**src/rtl/mcycle_unit.sv**
```systemverilog
// Iterative multiply/divide engine for the execute stage.
// One shift-add or restoring shift-subtract step per cycle, WIDTH steps per operation.
module mcycle_unit #(
  parameter int WIDTH = 32
) (
  input  logic             CLK,
  input  logic             RESET,
  input  logic             Start,
  input  logic [1:0]       MCycleOp,
  input  logic [WIDTH-1:0] Operand1,
  input  logic [WIDTH-1:0] Operand2,
  output logic [WIDTH-1:0] Result1,
  output logic [WIDTH-1:0] Result2,
  output logic             Busy
);

  localparam int CW = (WIDTH > 1) ? $clog2(WIDTH) : 1;

  typedef enum logic [1:0] {IDLE, COMPUTING, DONE} state_t;

  state_t           state;
  logic [CW-1:0]    count;
  logic             is_div;
  logic             sign1;
  logic             sign2;
  logic             div_zero;
  logic [WIDTH:0]   hi;
  logic [WIDTH-1:0] lo;
  logic [WIDTH-1:0] opnd;

  logic [WIDTH-1:0] mag1;
  logic [WIDTH-1:0] mag2;
  logic [WIDTH:0]   hi_nx;
  logic [WIDTH-1:0] lo_nx;
  logic [WIDTH:0]   sum;
  logic [WIDTH:0]   shifted_r;
  logic [WIDTH+1:0] diff;
  logic [2*WIDTH:0] mul_shift;
  logic [2*WIDTH-1:0] prod;
  logic [WIDTH-1:0] res1_nx;
  logic [WIDTH-1:0] res2_nx;

  // Magnitudes only for signed ops (MCycleOp[0] == 0); the negation wraps at WIDTH bits.
  always_comb begin
    mag1 = (!MCycleOp[0] && Operand1[WIDTH-1]) ? -Operand1 : Operand1;
    mag2 = (!MCycleOp[0] && Operand2[WIDTH-1]) ? -Operand2 : Operand2;
  end

  // hi:lo is the product for multiply, remainder:quotient for divide.
  always_comb begin
    sum       = lo[0] ? (hi + {1'b0, opnd}) : hi;
    mul_shift = {sum, lo} >> 1;
    shifted_r = {hi[WIDTH-1:0], lo[WIDTH-1]};
    diff      = {1'b0, shifted_r} - {2'b00, opnd};
    hi_nx     = hi;
    lo_nx     = lo;
    if (!is_div) begin
      hi_nx = mul_shift[2*WIDTH:WIDTH];
      lo_nx = mul_shift[WIDTH-1:0];
    end else if (!diff[WIDTH+1]) begin
      hi_nx = diff[WIDTH:0];
      lo_nx = {lo[WIDTH-2:0], 1'b1};
    end else begin
      hi_nx = shifted_r;
      lo_nx = {lo[WIDTH-2:0], 1'b0};
    end
  end

  always_comb begin
    prod    = {hi_nx[WIDTH-1:0], lo_nx};
    res1_nx = '0;
    res2_nx = '0;
    if (!is_div) begin
      if (sign1 ^ sign2) prod = -prod;
      res1_nx = prod[WIDTH-1:0];
      res2_nx = prod[2*WIDTH-1:WIDTH];
    end else begin
      res1_nx = (sign1 ^ sign2) ? -lo_nx : lo_nx;
      res2_nx = sign1 ? -hi_nx[WIDTH-1:0] : hi_nx[WIDTH-1:0];
      // Divide by zero: the remainder path already reproduces Operand1.
      if (div_zero) res1_nx = '1;
    end
  end

  always_comb begin
    unique case (state)
      IDLE:      Busy = Start;
      COMPUTING: Busy = 1'b1;
      default:   Busy = 1'b0;
    endcase
  end

  always_ff @(posedge CLK) begin
    if (RESET) begin
      state    <= IDLE;
      count    <= '0;
      is_div   <= 1'b0;
      sign1    <= 1'b0;
      sign2    <= 1'b0;
      div_zero <= 1'b0;
      hi       <= '0;
      lo       <= '0;
      opnd     <= '0;
      Result1  <= '0;
      Result2  <= '0;
    end else begin
      unique case (state)
        IDLE: begin
          if (Start) begin
            is_div   <= MCycleOp[1];
            sign1    <= !MCycleOp[0] && Operand1[WIDTH-1];
            sign2    <= !MCycleOp[0] && Operand2[WIDTH-1];
            div_zero <= (Operand2 == '0);
            hi       <= '0;
            lo       <= MCycleOp[1] ? mag1 : mag2;
            opnd     <= MCycleOp[1] ? mag2 : mag1;
            count    <= '0;
            state    <= COMPUTING;
          end
        end
        COMPUTING: begin
          hi    <= hi_nx;
          lo    <= lo_nx;
          count <= count + 1'b1;
          if (count == CW'(WIDTH - 1)) begin
            Result1 <= res1_nx;
            Result2 <= res2_nx;
            state   <= DONE;
          end
        end
        default: state <= IDLE;
      endcase
    end
  end

endmodule

```
**config.mk**
```make
export PLATFORM = sky130hd
export DESIGN_NAME = mcycle_unit
export DESIGN_NICKNAME = d
export VERILOG_FILES = /design/src/rtl/mcycle_unit.sv
export SDC_FILE = /design/constraint.sdc
export NUM_CORES = 1
export LEC_CHECK = 0
export BUFFER_PORTS_ARGS = -buffer_cell sky130_fd_sc_hd__buf_2
export CAP_MARGIN = 20
export CORE_MARGIN = 2
export CORE_UTILIZATION = 35
export CTS_CLUSTER_DIAMETER = 30
export DETAILED_ROUTE_END_ITERATION = 6
export SYNTH_ARGS = -nofsm -noshare
export SYNTH_HDL_FRONTEND = slang
export SYNTH_SLANG_ARGS = --single-unit
```
**constraint.sdc**
```tcl
create_clock -name CLK -period 4.8 [get_ports CLK]
set_input_delay 0.96 -clock CLK [delete_from_list [all_inputs] [get_ports CLK]]
set_output_delay 0.96 -clock CLK [all_outputs]
set_load 0.01 [all_outputs]
```
==> flow_results.org, run 1 <==
** Run status
- Run status :: finished clean

** Die
- Die area :: 0.0466 sq mm
- Overall die width :: 216 um
- The total area inside the core boundary comes to 0.0442 sq mm.
- Num ports :: 134
- Total number of placement rows :: 77
- Effective utilization at floorplan :: 35.5%
- Die span in y :: 216 um

** Clocking
- Hold repair after CTS inserted 0 buffers.
- Clock-pin slew was measured on the worst setup and hold paths at 70 ps.
- TritonCTS built the clock tree.
- H-tree depth :: 4
- Number of sinks driven by the clock tree :: 172
- The longest clock path from root to sink contains 2 buffers.
- Insertion delay to the later sink of the worst-skew pair :: 470 ps
- The root buffer cell chosen for the clock tree is sky130_fd_sc_hd__clkbuf_16.
- Buffers inserted during clock tree synthesis total 17.

** Worst setup path
- The most critical setup path has its startpoint at hi[0].
- Critical Path Source Type :: flip-flop
- For flop-to-flop paths, the worst setup slack is 120 ps.
- Endpoint of the most critical setup path :: Result2[24]
- STA puts the critical path data required time at 5190 ps.
- Capturing element type of the critical path :: flip-flop
- Crit Reg-Reg Endpoint :: Result2[24]
- Largest fanout on the critical path :: 7
- For the worst flop-to-flop path, the logic depth is 16.
- Data arrival time of the worst path :: 5060 ps
- Setup CP Type :: reg -> reg
- Beginning of the worst register-to-register path :: hi[0]

** Detailed routing
- Number of search-and-repair iterations in the first detailed-routing pass :: 5
- Dividing the detail-routed wire length by the instance count gives 21.9 um.
- In the routed layout, each cell is associated on average with a via count of 5.93.
- Count of unresolved DRC violations after routing :: 0
- Wire length reported by the detailed router :: 63400 um
- Antenna-violating nets left :: 0
- DRC marker count from the first detailed-route iteration :: 1880
- Number of vias in the routed layout :: 17200

** GRT
- Summed over all layers, the global routing overflow is 0.
- Global-route wire length before repair :: 96900 um
- Across every metal layer, demand over resource in global routing totals 26.7%.
- Vias in the first global route :: 15800
- Maximum number of pins on one net before global-route repair :: 73
- The initial antenna violation count was 0.

** Pwr
- Of the total power, the clock network draws 29.7%.
- VDD sags by at most 0.297 mV.
- Combinational share of power :: 39.4%
- Power density over the cells :: 280 mW/mm^2
- Relative contribution of sequential cells to total power :: 30.9%
- P_leak :: 7.19 nW
- For this design the total switching power over the nets is 2.04 mW.
- The internal power of the cells totals 3.01 mW.
- Proportion of total power due to net switching :: 40.4%

** Timing
- Endpoints failing setup :: 0
- Shortest period the worst path allows :: 4680 ps
- Unrepaired setup endpoints after global routing :: no
- Max-slew violation count :: 0
- The worst path uses 97.5% of the clock period.
- For the final database, setup skew stands at 19.1 ps.
- Timing would allow up to 214 MHz.
- Relative slew margins :: 29.5%
- Worst-Margin Slew :: 1050 ps
- Min Hold Slack :: 460 ps
- Final Hold Vio Count :: 0
- Sum of negative setup slack :: 0 ps

** Logic synthesis
- Counting flops with an async set or reset pin after synthesis yields a share of 0%.
- Net count after synthesis :: 2300
- Warnings, synthesis :: 0
- Number of standard cells after synthesis :: 2159
- The synthesized design contains 172 register bits.
- After synthesis, the mean cell area works out to 7.27 sq um.
- Sequential elements use 21.9% of the synthesized area.
- The synthesized design contains 0 enable-type register cells.
- Area of the mapped netlist :: 0.0157 sq mm
- For this run, the leading register cell type out of synthesis is sky130_fd_sc_hd__dfxtp_1.
- The number of different library cells used by synthesis comes to 109.

** Cells and area
- Leaving out fill and tap cells, the most frequent cell in the layout is sky130_fd_sc_hd__nor2_1.
- Sequential cell area :: 0.00345 sq mm
- Net count of the finished layout :: 2432
- Area used by multi-input combinational logic :: 0.0114 sq mm
- The post-route netlist has 16.2% of its cells at a drive strength greater than 1.
- Leading cell types in the layout, fill and taps excluded :: 295 x sky130_fd_sc_hd__nor2_1, 205 x sky130_fd_sc_hd__nand2_1, 193 x sky130_fd_sc_hd__a21oi_1
- After filler insertion, the fill cell instance count of the layout stands at 4550.
- Synth-to-Final Area Change :: 14.8%
- Number of antenna repair diodes :: 0

** Worst hold path
- The tightest min-delay check is of the reg -> reg type.

** Placement
- HPWL after DPL :: 49500 um
- Buffers placed on the I/O ports in this run total 133.
- GP Congestion :: 1.01

** Job
- The tool flagged a number of max-cap violations equal to 0.
==> worst max-delay path: stages (launching register included) <==
cell	delay [ps]
sky130_fd_sc_hd__dfxtp_1	470
sky130_fd_sc_hd__ha_1	250
sky130_fd_sc_hd__fa_1	290
sky130_fd_sc_hd__a211oi_1	120
sky130_fd_sc_hd__buf_4	150
sky130_fd_sc_hd__o211ai_1	280
sky130_fd_sc_hd__nand2_1	200
sky130_fd_sc_hd__a211oi_1	740
sky130_fd_sc_hd__o21ai_0	160
sky130_fd_sc_hd__a311oi_1	450
sky130_fd_sc_hd__o221ai_2	220
sky130_fd_sc_hd__nand4b_2	320
sky130_fd_sc_hd__buf_4	200
sky130_fd_sc_hd__o41ai_2	330
sky130_fd_sc_hd__xor2_1	200
sky130_fd_sc_hd__nand2_1	80
sky130_fd_sc_hd__a21oi_1	160
==> cell usage after synthesis, drive strengths merged (23+ instances only) <==
cell type	instances	area, sq um
a22oi	37	278
nand3	35	175
a21oi	196	988
clkbuf	98	388
o21ai	105	526
buf	37	241
mux2i	33	330
xnor2	84	736
nand2	207	780
nor3	60	312
o211ai	37	292
a31oi	37	238
inv	74	278
or3	30	194
mux2	23	259
a21o	31	234
nor2	298	1120
nor4	26	175
xor2	57	499
a211oi	100	778
dfxtp	172	3440
ha	70	876
==> through the flow <==
step	setup slack (ps)	std cells	util (%)	total power, mW	area, sq um
global route	15.8	2896	40.8	5.28	18000
finish	122	2896	40.8	5.05	18000
detailed placement	6.30	2861	39.3	3.52	17400
floorplan	413	2159	-	2.82	15700
global placement	87.0	2861	39.3	3.51	17400
CTS	59.3	2893	40.7	5.01	18000
==> worst min-delay path by stage <==
stage           startpoint     endpoint  cells past startpoint
4_1_cts        Result2[22]  Result2[22]                      2
5_1_grt         Result2[2]   Result2[2]                      2
2_1_floorplan     count[3]     count[3]                      1
3_5_place_dp   Result2[22]  Result2[22]                      2
6_report        Result2[1]   Result2[1]                      2
3_3_place_gp   Result2[21]  Result2[21]                      2
==> per-layer routing <==
layer / track usage (%) / up-vias / wire (um)
met5: 0 / - / 0
met2: 43.3 / 698 / 28800
li1: - / 8197 / -
met1: 35.6 / 8182 / 27500
met3: 4.07 / 102 / 4640
met4: 10.4 / 0 / 2390
==> power groups by stage <==
| stage | logic (mW) | registers [mW] | clock network [mW] |
|---|---|---|---|
| CTS | 1.94 | 1.56 | 1.52 |
| global route | 2.13 | 1.57 | 1.58 |
| detailed placement | 1.93 | 1.59 | 0 |
| floorplan | 1.26 | 1.56 | 0 |
| finish | 1.99 | 1.56 | 1.50 |
| global placement | 1.93 | 1.58 | 0 |
==> cell families after synthesis <==
logic type	synth area share, %
compound gates	29.9
mux	3.75
simple gates	24.8
flops	21.9
fa+ha+maj	5.84
buf+inv	5.86
xor+xnor	7.87
==> sequential cells by signal (all words and copies together), names as in the netlist <==
register,count
sign2,1
hi,33
count,5
sign1,1
state,2
Result1,32
div_zero,1
lo,32
is_div,1
Result2,32
opnd,32
==> layout make-up <==
cell class,instances,area share [%]
tap,592,4.11
multi-input combinational,1776,63.2
timing repair buffer,249,8.61
clock buffer,18,2.44
clock inverter,14,0.965
sequential,172,19.1
inverter,75,1.56
==> what timing repair did <==
item / in CTS / in global routing
endpoints found under the setup margin: 2 / 17
gates cloned: 0 / 0
pin swaps: 0 / 3
gates resized for setup: 1 / 4
setup buffers: 0 / 3
Power figures use the tool's default switching activity.
==> run 2: changes to the inputs <==
- CELL_PAD_IN_SITES_DETAIL_PLACEMENT: default -> 1
- CELL_PAD_IN_SITES_GLOBAL_PLACEMENT: default -> 1
- PLACE_DENSITY_LB_ADDON: default -> 0.1
==> flow_results.org, run 2 (same netlist as run 1, synthesis figures left out) <==
** Worst setup path
- Counting both buffers and inverters, the worst setup path holds a total of 2.
- For the worst setup path, the data arrival time is 4880 ps.
- Critical Path Source Type :: flip-flop
- Slowest stage cell on the critical path :: sky130_fd_sc_hd__a2111oi_0
- The signal on the critical path passes through ha_1 -> nand3_1 -> and2_0 -> buf_4 -> a211oi_1 -> o21ai_0 -> buf_4 -> a2111oi_0 -> o21ai_0 -> a21oi_1 -> a311o_1 -> and4b_1 -> a31oi_1 -> xnor2_1 -> a211oi_2.
- Along the worst path, the maximum fanout reaches 5.
- Required @ worst endpoint :: 5120 ps
- Capturing element type of the critical path :: flip-flop
- Setup CP Type :: reg -> reg
- Highest cell delay on the worst timing path :: 830 ps
- The kind of cell with the highest combined delay along the critical path is compound AO/OA/AOI/OAI gates.

** Timing
- Relative slew margins :: 25.1%
- Final clock skew :: 18.9 ps
- Final Hold Vio Count :: 0
- Endpoints failing setup :: 0
- Sum of negative setup slack :: 0 ps
- Static timing analysis puts the maximum clock frequency at 219 MHz.
- Unrepaired setup endpoints after global routing :: no
- Worst-Margin Slew :: 1120 ps
- Shortest period the worst path allows :: 4560 ps
- The worst path uses 95.0% of the clock period.
- The number of max-slew violations in the final report came to 0.
- The tightest hold path in the finished design has a slack of 450 ps.

** Worst hold path
- Hold WC Path Type :: reg -> reg

** Cells and area
- Register bank with the most flops :: hi
- Number of non-filler instances in the completed layout :: 2916
- Leading cell types in the layout, fill and taps excluded :: 295 x sky130_fd_sc_hd__nor2_1, 203 x sky130_fd_sc_hd__nand2_1, 191 x sky130_fd_sc_hd__a21oi_1
- Share of the core filled with cells :: 41.1%
- Layout filler cell count :: 5557
- Synth-to-Final Area Change :: 15.8%
- The register with the most flip-flops in the layout has 33 of them.
- Leaving out fill and tap cells, the most frequent cell in the layout is sky130_fd_sc_hd__nor2_1.
- The final layout contains 2452 nets.
- In the final layout, the multi-input gates occupy 0.0114 sq mm.
- The repair_antennas step left the layout with diodes totalling 0.
- Across the whole layout, storage elements account for 0.00345 sq mm.
- The post-route netlist has 17.3% of its cells at a drive strength greater than 1.

** GRT
- The first global-routing pass estimated 107000 um of wire.
- Antenna violations before repair :: 0
- Vias in the first global route :: 17600
- Across every metal layer, demand over resource in global routing totals 29.7%.
- Entering global routing, the biggest net connects 77 pins.
- Remaining global-route overflow :: 0

** Pwr
- Final Total Pwr :: 5.01 mW
- Power spread over the standard cell area amounts to 276 mW/mm^2.
- Maximum vdd ir drop :: 0.227 mV
- For this design the static power due to leakage is 7.27 nW.

** Placement
- Instance count after placement with tap cells included :: 2881
- Number of buffer cells added on primary ports :: 133
- Summed over all nets, the half-perimeter wirelength after detailed placement is 54800 um.
- Routability-driven placement finished with a final weighted congestion of 0.915.

** Job
- The tool flagged a number of max-cap violations equal to 0.

** Clocking
- Root buffer cell :: sky130_fd_sc_hd__clkbuf_16
- The clock passes through at most 2 buffers.
- Insertion delay to the later sink of the worst-skew pair :: 480 ps
- CTS clock-pin slew for the worst setup and hold paths :: 70 ps
- Number of sinks driven by the clock tree :: 172
- H-tree depth :: 4
- CTS tree :: yes
- Number of buffers created by CTS :: 17
- After clock tree synthesis, the flow added hold-fix buffers numbering 0.

** Die
- The core region is 0.0442 sq mm.
- The floorplan has 77 rows.
- Num ports :: 134
- The initial utilization of the core area, before any placement, comes to 35.5%.
- The die covers 0.0466 sq mm.
- The die is 216 um wide.
- Die span in y :: 216 um

** Detailed routing
- Wire length reported by the detailed router :: 69500 um
- The detail route stage leaves a number of antenna-violating nets equal to 0.
- Number of vias in the routed layout :: 17300
- WL per Instance :: 23.8 um
- Vias per std cell :: 5.93
- Number of search-and-repair iterations in the first detailed-routing pass :: 5
- Count of unresolved DRC violations after routing :: 0
- DRC marker count from the first detailed-route iteration :: 1162

** Run status
- Run status :: finished clean
[run 2: metal layers]
metal  track usage (%)  wire length (um)
met1              38.6             31000
met5                 0                 0
met3              3.50              2900
met2              49.9             32800
met4              12.4              2800
[run 2: through the flow]
stage,cell area [sq um],setup WS (ps)
final,18200,241
after global routing,18200,9.36
after floorplan,15700,413
after CTS,18100,20.6
after global placement,17500,149
after detailed placement,17500,-53.7
[run 2: cell type report]
cell class | instances | share of cell area (%)
Timing Repair Buffer | 269 | 9.32
Clock inverter | 13 | 0.647
Sequential cell | 172 | 19.0
Tap cell | 592 | 4.08
Clock buffer | 19 | 2.50
Inverter | 75 | 1.55
Multi-Input combinational cell | 1776 | 62.9
[run 2: power by group]
part / internal [mW] / switching (mW) / total, mW
combinational: 0.727 / 1.29 / 2.02
clock: 0.714 / 0.724 / 1.44
sequential: 1.48 / 0.0714 / 1.55
total: 2.92 / 2.08 / 5.01
[run 2: path summary, 6_finish.rpt]
kind                    start          end  slack (ps)  cells after the start
setup reg to reg        hi[2]  Result2[31]         240                     15
hold reg to reg   Result2[21]  Result2[21]         450                      2
hold / removal    Result2[21]  Result2[21]         450                      2
setup / recovery        hi[2]  Result2[31]         240                     15
[run 2: what timing repair did]
action,CTS,global route
setup endpoints to repair,3,18
pin swaps,1,6
buffers inserted,0,3
resized for setup,1,13
[run 2: worst register-to-register path: cells and delay by family, from the launching register on]
kind                       cells  cell delay, ps
AOI/OAI and AO/OA              8            2310
DFF                            1             480
buffers and inverters          2             400
and+or+nand+nor                3             660
xor gates and xnor gates       1             270
adders and majority gates      1             280
==> run 3: changes to the inputs <==
- CTS_BUF_LIST: default -> sky130_fd_sc_hd__clkbuf_4 sky130_fd_sc_hd__clkbuf_8
- HOLD_SLACK_MARGIN: default -> 0.1
==> flow_results.org, run 3 (same netlist as run 1, synthesis figures left out) <==
** Timing
- The final count of hold timing violations was 0.
- For the final routed database, the setup TNS stands at 0 ps.
- Relative slew margins :: 25.2%
- In the post-route analysis, the smallest setup slack over all paths is 211 ps.
- Setup repair after global routing left no endpoint under its margin.
- At the pin with the least slew margin, the transition time is 1120 ps.
- Of the available clock period, the critical path in the final layout requires 95.6%.
- Final clock skew :: 32.2 ps
- Setup violations remaining at the end of the flow were counted as 0.
- Max-slew violation count :: 0
- Highest achievable clock rate :: 218 MHz
- Shortest period the worst path allows :: 4590 ps

** Clocking
- Clock-pin slew was measured on the worst setup and hold paths at 100 ps.
- Root buffer cell :: sky130_fd_sc_hd__clkbuf_8
- Clock latency on the worst-skew pair, taken at its later pin, is 550 ps.
- TritonCTS created 17 clock buffers.
- H-tree depth :: 4
- Number of sinks driven by the clock tree :: 172
- No sink is reached through more buffers than the 2 on the longest clock path.
- TritonCTS built the clock tree.

** Detailed routing
- Number of search-and-repair iterations in the first detailed-routing pass :: 7
- In this run the remaining antenna-violating nets after routing total 0.
- In the routed design, unresolved DRC markers number 0.
- In the final routed layout, each cell accounts on average for 23.9 um.
- For this block, the initial DRC count from the detailed router was 996.
- Vias per std cell :: 5.93
- Number of vias in the routed layout :: 17300
- After detailed routing, the total wire length is 69600 um.

** Die
- The die covers 0.0466 sq mm.
- Pin placement for this block handled 134 I/O pins.
- Effective utilization at floorplan :: 35.5%
- Core outline area :: 0.0442 sq mm
- Measured along the x axis, the die boundary spans 216 um.
- Die span in y :: 216 um
- Row generation in the floorplan step produced 77 rows.

** Cells and area
- Leaving out filler cells and counting taps, the final layout contains 2915.
- Leaving out fill and tap cells, the most frequent cell in the layout is sky130_fd_sc_hd__nor2_1.
- Number of antenna repair diodes :: 0
- The finished cells cover 0.0180 sq mm.
- In the final layout, the share of cells above drive strength 1 is 17.4%.
- The register with the most flip-flops in the layout has 33 of them.
- The final layout contains 2451 nets.
- In the layout the commonest cells are 294 x sky130_fd_sc_hd__nor2_1, 203 x sky130_fd_sc_hd__nand2_1, 189 x sky130_fd_sc_hd__a21oi_1.
- Layout filler cell count :: 5580
- Synth-to-Final Area Change :: 14.5%
- Counting flops per register, the top entry is hi.

** Worst setup path
- The worst setup path is captured at a flip-flop.
- Data on the critical path arrives at its endpoint at 5020 ps.
- Critical Path Source Type :: flip-flop
- For this run, the slowest stage of the critical path takes 590 ps.
- Along the worst path, the maximum fanout reaches 12.
- Among the stages of the critical path, the cell type that occurs most often is sky130_fd_sc_hd__buf_4.
- Slowest stage cell on the critical path :: sky130_fd_sc_hd__a211oi_2
- Cells traversed along the worst timing path :: inv_1 -> ha_1 -> a21oi_2 -> o21ai_2 -> a211oi_4 -> buf_4 -> a21oi_2 -> buf_4 -> buf_4 -> nor4_1 -> a311oi_1 -> a211oi_2 -> nand3_1 -> or3_1 -> nor3_1 -> or4_1 -> nand3_1
- Setup CP Type :: reg -> reg
- Required @ worst endpoint :: 5240 ps

** Pwr
- For this design the static power due to leakage is 7.19 nW.
- Power density over the cells :: 261 mW/mm^2
- Maximum vdd ir drop :: 0.208 mV
- Overall power consumption after layout is estimated at 4.69 mW.

** Placement
- After detailed placement, the design holds a cell count of 2881.
- Post-placement cell area :: 0.0175 sq mm
- During placement, the flow inserted port buffers numbering 133.
- GP Congestion :: 0.915
- Placement Setup Slack :: -53.7 ps
- HPWL after DPL :: 54800 um

** GRT
- After global routing the overflow that remains totals 0.
- The number of global-route vias before repair was 17600.
- Across every metal layer, demand over resource in global routing totals 29.8%.
- Antenna violations before repair :: 0
- The first global-routing pass estimated 107000 um of wire.
- Maximum number of pins on one net before global-route repair :: 77

** Run status
- Run status :: finished clean

** Worst hold path
- The path class of the tightest hold or removal check is reg -> reg.

** Job
- Across the run, the number of max-cap violations was 0.
-- run 3: cell types whose count changed in the layout (fill, tap and decap cells not counted), moves of 2 or more --
cell | previous run | this run
sky130_fd_sc_hd__a21oi_1 | 191 | 189
sky130_fd_sc_hd__clkbuf_16 | 18 | 0
sky130_fd_sc_hd__a21oi_2 | 5 | 7
sky130_fd_sc_hd__clkbuf_8 | 0 | 17
-- run 3: critical path, delay by kind of cell (launching register included) --
family,cells,cell delay (ps)
buf+inv,4,630
simple gates,6,1550
flops,1,370
compound gates,6,1600
fa+ha+maj,1,350
-- run 3: power by group --
group          switching (mW)  internal [mW]  leakage (nW)
Clock                   0.684          0.434         0.184
Sequential             0.0712           1.48          1.40
Combinational            1.29          0.726          5.60
-- run 3: worst paths after layout --
check / end / slack, ps / cells past startpoint / from
min: Result2[21] / 450 / 2 / Result2[21]
min reg2reg: Result2[21] / 450 / 2 / Result2[21]
max reg2reg: Result2[25] / 210 / 17 / opnd[20]
max: Result2[25] / 210 / 17 / opnd[20]
-- run 3: final cells by class --
class | instances | area (sq um) | area share (%)
clock buffers | 18 | 241 | 1.34
flip-flops and latches | 172 | 3450 | 19.2
repair buffers | 268 | 1690 | 9.37
well taps | 592 | 741 | 4.12
inverters | 75 | 282 | 1.57
clock inverters | 14 | 148 | 0.821
multi-input cells | 1776 | 11400 | 63.6
-- run 3: stage by stage --
step                util, %  hold WS [ps]
finish                 40.7           453
global route           40.7           499
CTS                    40.5           459
detailed placement     39.6           444
global placement       39.6           440
floorplan                 -           439
-- run 3: timing repair --
| item | in CTS | in global routing |
|---|---|---|
| setup buffers | 1 | 1 |
| endpoints found under the setup margin | 6 | 15 |
| gates resized for setup | 1 | 15 |
| hold buffers | 0 | 0 |
| pin swaps | 1 | 4 |
-- run 3: per-layer routing --
metal / global-route usage [%] / wire, um / vias to the layer above
li1: - / - / 8212
met1: 38.5 / 31300 / 8557
met2: 49.9 / 32700 / 412
met3: 3.71 / 2630 / 96
met4: 12.3 / 2900 / 0
met5: 0 / 0 / -
